`src/rtl/serial_subtractor.sv`:
```
// Bit-serial unsigned subtractor: diff = a - b - bin, LSB first, one bit per clock,
// valid/ready on both sides. Define SERIAL_SUB_OVF_EN to add the signed-overflow output ovf.
module serial_subtractor #(
    parameter int WIDTH = 8
) (
    input  logic             clk,
    input  logic             rst_n,
    input  logic             in_valid,
    output logic             in_ready,
    input  logic [WIDTH-1:0] a,
    input  logic [WIDTH-1:0] b,
    input  logic             bin,
    output logic             out_valid,
    input  logic             out_ready,
    output logic [WIDTH-1:0] diff,
    output logic             bout,
    output logic             busy
`ifdef SERIAL_SUB_OVF_EN
    ,
    output logic             ovf
`endif
);

    localparam int CNT_W = (WIDTH > 2) ? $clog2(WIDTH) : 1;

    typedef enum logic [1:0] {
        IDLE  = 2'd0,
        SHIFT = 2'd1,
        DONE  = 2'd2
    } state_t;

    state_t           state_r, state_s;
    logic [WIDTH-1:0] a_sh_r, b_sh_r, res_r, res_s;
    logic [CNT_W-1:0] cnt_r;
    logic             br_r, br_s, d_s, last_s;
    logic [WIDTH-1:0] diff_r;
    logic             bout_r;
`ifdef SERIAL_SUB_OVF_EN
    logic             ovf_r;
`endif

    function automatic logic fs_diff(input logic x, input logic y, input logic br);
        return x ^ y ^ br;
    endfunction

    function automatic logic fs_borrow(input logic x, input logic y, input logic br);
        return (~x & y) | (~x & br) | (y & br);
    endfunction

    // Full-subtractor cell on the current LSBs and the result word after this shift
    always_comb begin
        d_s    = fs_diff(a_sh_r[0], b_sh_r[0], br_r);
        br_s   = fs_borrow(a_sh_r[0], b_sh_r[0], br_r);
        res_s  = {d_s, res_r[WIDTH-1:1]};
        last_s = (cnt_r == CNT_W'(WIDTH - 1));
    end

    // Next-state logic
    always_comb begin
        state_s = state_r;
        case (state_r)
            IDLE: begin
                if (in_valid) state_s = SHIFT;
                else          state_s = IDLE;
            end
            SHIFT: begin
                if (last_s) state_s = DONE;
                else        state_s = SHIFT;
            end
            DONE: begin
                if (out_ready) state_s = IDLE;
                else           state_s = DONE;
            end
            default: state_s = IDLE;
        endcase
    end

    // State register
    always_ff @(posedge clk or negedge rst_n) begin
        if (!rst_n) state_r <= IDLE;
        else        state_r <= state_s;
    end

    // Operand/result shift registers, borrow FF, bit counter and output registers
    always_ff @(posedge clk or negedge rst_n) begin
        if (!rst_n) begin
            a_sh_r <= '0;
            b_sh_r <= '0;
            res_r  <= '0;
            br_r   <= 1'b0;
            cnt_r  <= '0;
            diff_r <= '0;
            bout_r <= 1'b0;
`ifdef SERIAL_SUB_OVF_EN
            ovf_r  <= 1'b0;
`endif
        end else begin
            case (state_r)
                IDLE: begin
                    if (in_valid) begin
                        a_sh_r <= a;
                        b_sh_r <= b;
                        br_r   <= bin;
                        cnt_r  <= '0;
                    end
                end
                SHIFT: begin
                    a_sh_r <= {1'b0, a_sh_r[WIDTH-1:1]};
                    b_sh_r <= {1'b0, b_sh_r[WIDTH-1:1]};
                    res_r  <= res_s;
                    br_r   <= br_s;
                    cnt_r  <= cnt_r + CNT_W'(1);
                    if (last_s) begin
                        diff_r <= res_s;
                        bout_r <= br_s;
`ifdef SERIAL_SUB_OVF_EN
                        // br_r here is the borrow into the MSB cell
                        ovf_r  <= br_r ^ br_s;
`endif
                    end
                end
                default: begin
                    cnt_r <= cnt_r;
                end
            endcase
        end
    end

    assign in_ready  = (state_r == IDLE);
    assign busy      = (state_r != IDLE);
    assign out_valid = (state_r == DONE);
    assign diff      = diff_r;
    assign bout      = bout_r;
`ifdef SERIAL_SUB_OVF_EN
    assign ovf       = ovf_r;
`endif

endmodule
```
`config.mk`:
```
export PLATFORM = sky130hd
export DESIGN_NAME = serial_subtractor
export DESIGN_NICKNAME = d
export VERILOG_FILES = /design/src/rtl/serial_subtractor.sv
export SDC_FILE = /design/constraint.sdc
export NUM_CORES = 1
export LEC_CHECK = 0
export CAP_MARGIN = 10
export CORE_ASPECT_RATIO = 0.75
export CORE_MARGIN = 4
export CORE_UTILIZATION = 25
export CTS_CLUSTER_DIAMETER = 40
export DETAILED_ROUTE_END_ITERATION = 12
export DONT_BUFFER_PORTS = 1
export SETUP_SLACK_MARGIN = 0.15
export SYNTH_ARGS = -nofsm -noshare
export SYNTH_HDL_FRONTEND = slang
export SYNTH_SLANG_ARGS = --single-unit
```
`constraint.sdc`:
```
create_clock -name clk -period 1.6 [get_ports clk]
set_input_delay 0.32 -clock clk [delete_from_list [all_inputs] [get_ports clk]]
set_output_delay 0.32 -clock clk [all_outputs]
set_load 0.02 [all_outputs]
```
==> metrics.md <==
| Metric | Value |
|---|---|
| Endpoints failing setup | 0 |
| DP Area | 1848 um2 |
| Warnings, synthesis | 0 |
| Post-synth EDFFs | 0 |
| Mapped Area | 1727 um2 |
| RSZ-0062 raised after global routing | true |
| Row count | 25 |
| Via Count | 1084 |
| H-tree Lvls | 2 |
| Clock buffer depth | 2 |
| Final setup margin | 0.1143 ns |
| TritonCTS buffer count | 5 |
| Final hold vios | 0 |
| Initial antenna violation count | 0 |
| Placer Congestion | 0.6928 |
| Detailed placer's ending HPWL | 2404 um |
| Max Cap Viol | 0 |
| Syn avg cell area | 13.18 um2 |
| Crit Path Max Fanout | 10 |
| Nets | 172 |
| CP startpoint | cnt_r[0] |
| Die Area | 8314 um2 |
| R2R Path Start | cnt_r[0] |
| Crit path kind | register to register |
| Top Ports | 33 |
| Clock slew at reported path FFs | 0.08 ns |
| Later-pin clock latency in the skew report | 0.29 ns |
| Global-route wire length before repair | 5706 um |
| Most frequent cells in the layout | 36 x dfrtp_1, 14 x mux2_2, 12 x buf_4 |
| Post-route ant nets | 0 |
| Worst VDD drop | 0.7592 mV |
| Clk_skew | 0.002847 ns |
| PD cells | 2033 nW/um2 |
| Post-Route WL | 3504 um |
| Vias in the first global route | 1079 |
| Hold WS | 0.1303 ns |
| Starting DRT DRC Count | 60 |
| Crit start category | register |
| Post-route DRC | 0 |
| Synth area leaders | dfrtp_1 55%, mux2_2 9.1%, o221a_2 5.2%, or4b_1 4.6%, a222oi_1 4.1% |
| Fillers | 644 |
| Slew Viols, Final | 0 |
| Period minus WS final | 1.486 ns |
| Worst hold path class | input port to register |
| Area delta synth->final | 21.38% |
| Port Buf Inserts | 0 |
| Root Driver | clkbuf_8 |
| Design Power | 4.260 mW |
| Final period util | 0.9286 |
| Cell area after layout | 2096 um2 |
| Leading area contributor after synthesis | dfrtp_1 |
| ANT cells | 0 |
| Slew Limit Headroom | 0.7447 |
| Total grt overflow | 0 |
| Global Route Usage Sum | 0.08816 |
| Max Clock Freq | 673.1 MHz |
| FF/Latch Area | 953.4 um2 |
| Post-synthesis sequential area ratio | 0.5507 |
| Initial Util | 0.2654 |
| Setup_tns | 0 ns |
| CP required | 1.77 ns |
| Syn Nets | 155 |
| Multi-input gate area | 674.4 um2 |
| Async SR Flop Fraction | 1.000 |
| Vias per cell | 4.713 |
| Main synth FF type | dfrtp_1 |
| Drt pass-1 iters | 5 |
| Worst Setup End Kind | register |
| CTS tree | done |
| Status | finished clean |
| Synth top area share | 0.5507 |
| Die Span Y | 79.97 um |
| WL/cell | 15.23 um |
| FF+latch count, synth | 38 |
| Hold Startpoint | out_ready |
| Die Wd | 104.0 um |
| R2R Setup Slk | 0.11 ns |
| Most common cell after layout, fill and taps aside | dfrtp_1 |
| Critical path arrival | 1.66 ns |
| Core Region | 6506 um2 |
| Leak Pwr | 0.9200 nW |
| Setup slack at placement | 0.1094 ns |
| CTS sink count | 38 |
| Synth unique cells | 29 |
| Layout cell share with drive strength beyond 1 | 0.4027 |
| Worst slew pin tran | 0.3827 ns |
| Post-synthesis cell count | 131 |
| Largest net degree at the start of global routing | 39 |
-- power by group --
group	switching [mW]	internal, mW
sequential	0.396	1.43
clock	0.356	0.464
combinational	0.689	0.929
total	1.44	2.82
-- critical path, cell delays in order, from the launching register on --
cell,delay [ns]
dfrtp_1,0.38
ha_1,0.20
ha_1,0.19
nand3b_1,0.13
buf_12,0.14
mux2_2,0.33
-- per-layer routing --
metal | track usage | vias to the layer above | routed length (um)
li1 | - | 519 | -
met1 | 0.1320 | 531 | 1937
met2 | 0.1115 | 30 | 1350
met3 | 0.03800 | 4 | 186
met4 | 0.02390 | 0 | 29
met5 | 0 | - | 0
-- synthesized netlist by cell type, drive strengths merged, types with 2 or more instances --
library cell  number
dfrtp             38
mux2              14
inv               12
buf               10
o221a              8
or4b               8
a222oi             7
nor2b              7
mux2i              3
nand2b             3
a22o               2
ha                 2
nand3b             2
-- sequential cells by signal, summed over array words and instances, names as in the netlist --
| register | cells |
|---|---|
| a_sh_r | 8 |
| b_sh_r | 8 |
| diff | 8 |
| res_r | 7 |
| cnt_r | 3 |
| state_r | 2 |
| bout | 1 |
| br_r | 1 |
-- worst paths after layout --
check                             end  cells after the start
max                           diff[1]                      5
min                        state_r[1]                      1
max reg2reg                   diff[1]                      5
min reg2reg                 a_sh_r[7]                      2
max in group asynchronous  state_r[1]                      2
min in group asynchronous   a_sh_r[1]                      2
-- per-stage QoR --
step	cells	util
finish	230	0.3221
floorplan	131	-
CTS	228	0.3175
detailed placement	210	0.2840
global placement	210	0.2840
global route	230	0.3221
-- layout make-up --
cell class	instances	area share
Clock buffer	5	0.03284
Timing Repair Buffer	21	0.09910
Sequential cell	38	0.4549
Tap cell	81	0.04836
Clock inverter	3	0.02149
Multi-Input combinational cell	70	0.3218
Inverter	12	0.02149
-- what timing repair did --
action,in CTS,in global routing
buffers inserted,8,2
endpoints found under the setup margin,11,24
hold buffers,2,0
pin swaps,2,9
hold endpoints to repair,38,0
resized for setup,6,6
-- logic make-up (layout without fill, tap and decap cells) --
family                   Yosys count  in the layout  synth area share
AND/OR/NAND/NOR                   27             27            0.1181
buffers and inverters             23             41           0.06521
adder cells (fa/ha/maj)            3              3           0.02609
AO/OA/AOI/OAI                     23             23            0.1312
flip-flops                        38             38            0.5507
multiplexers                      17             17            0.1087
Note: power is estimated with default switching activity, not from simulation.
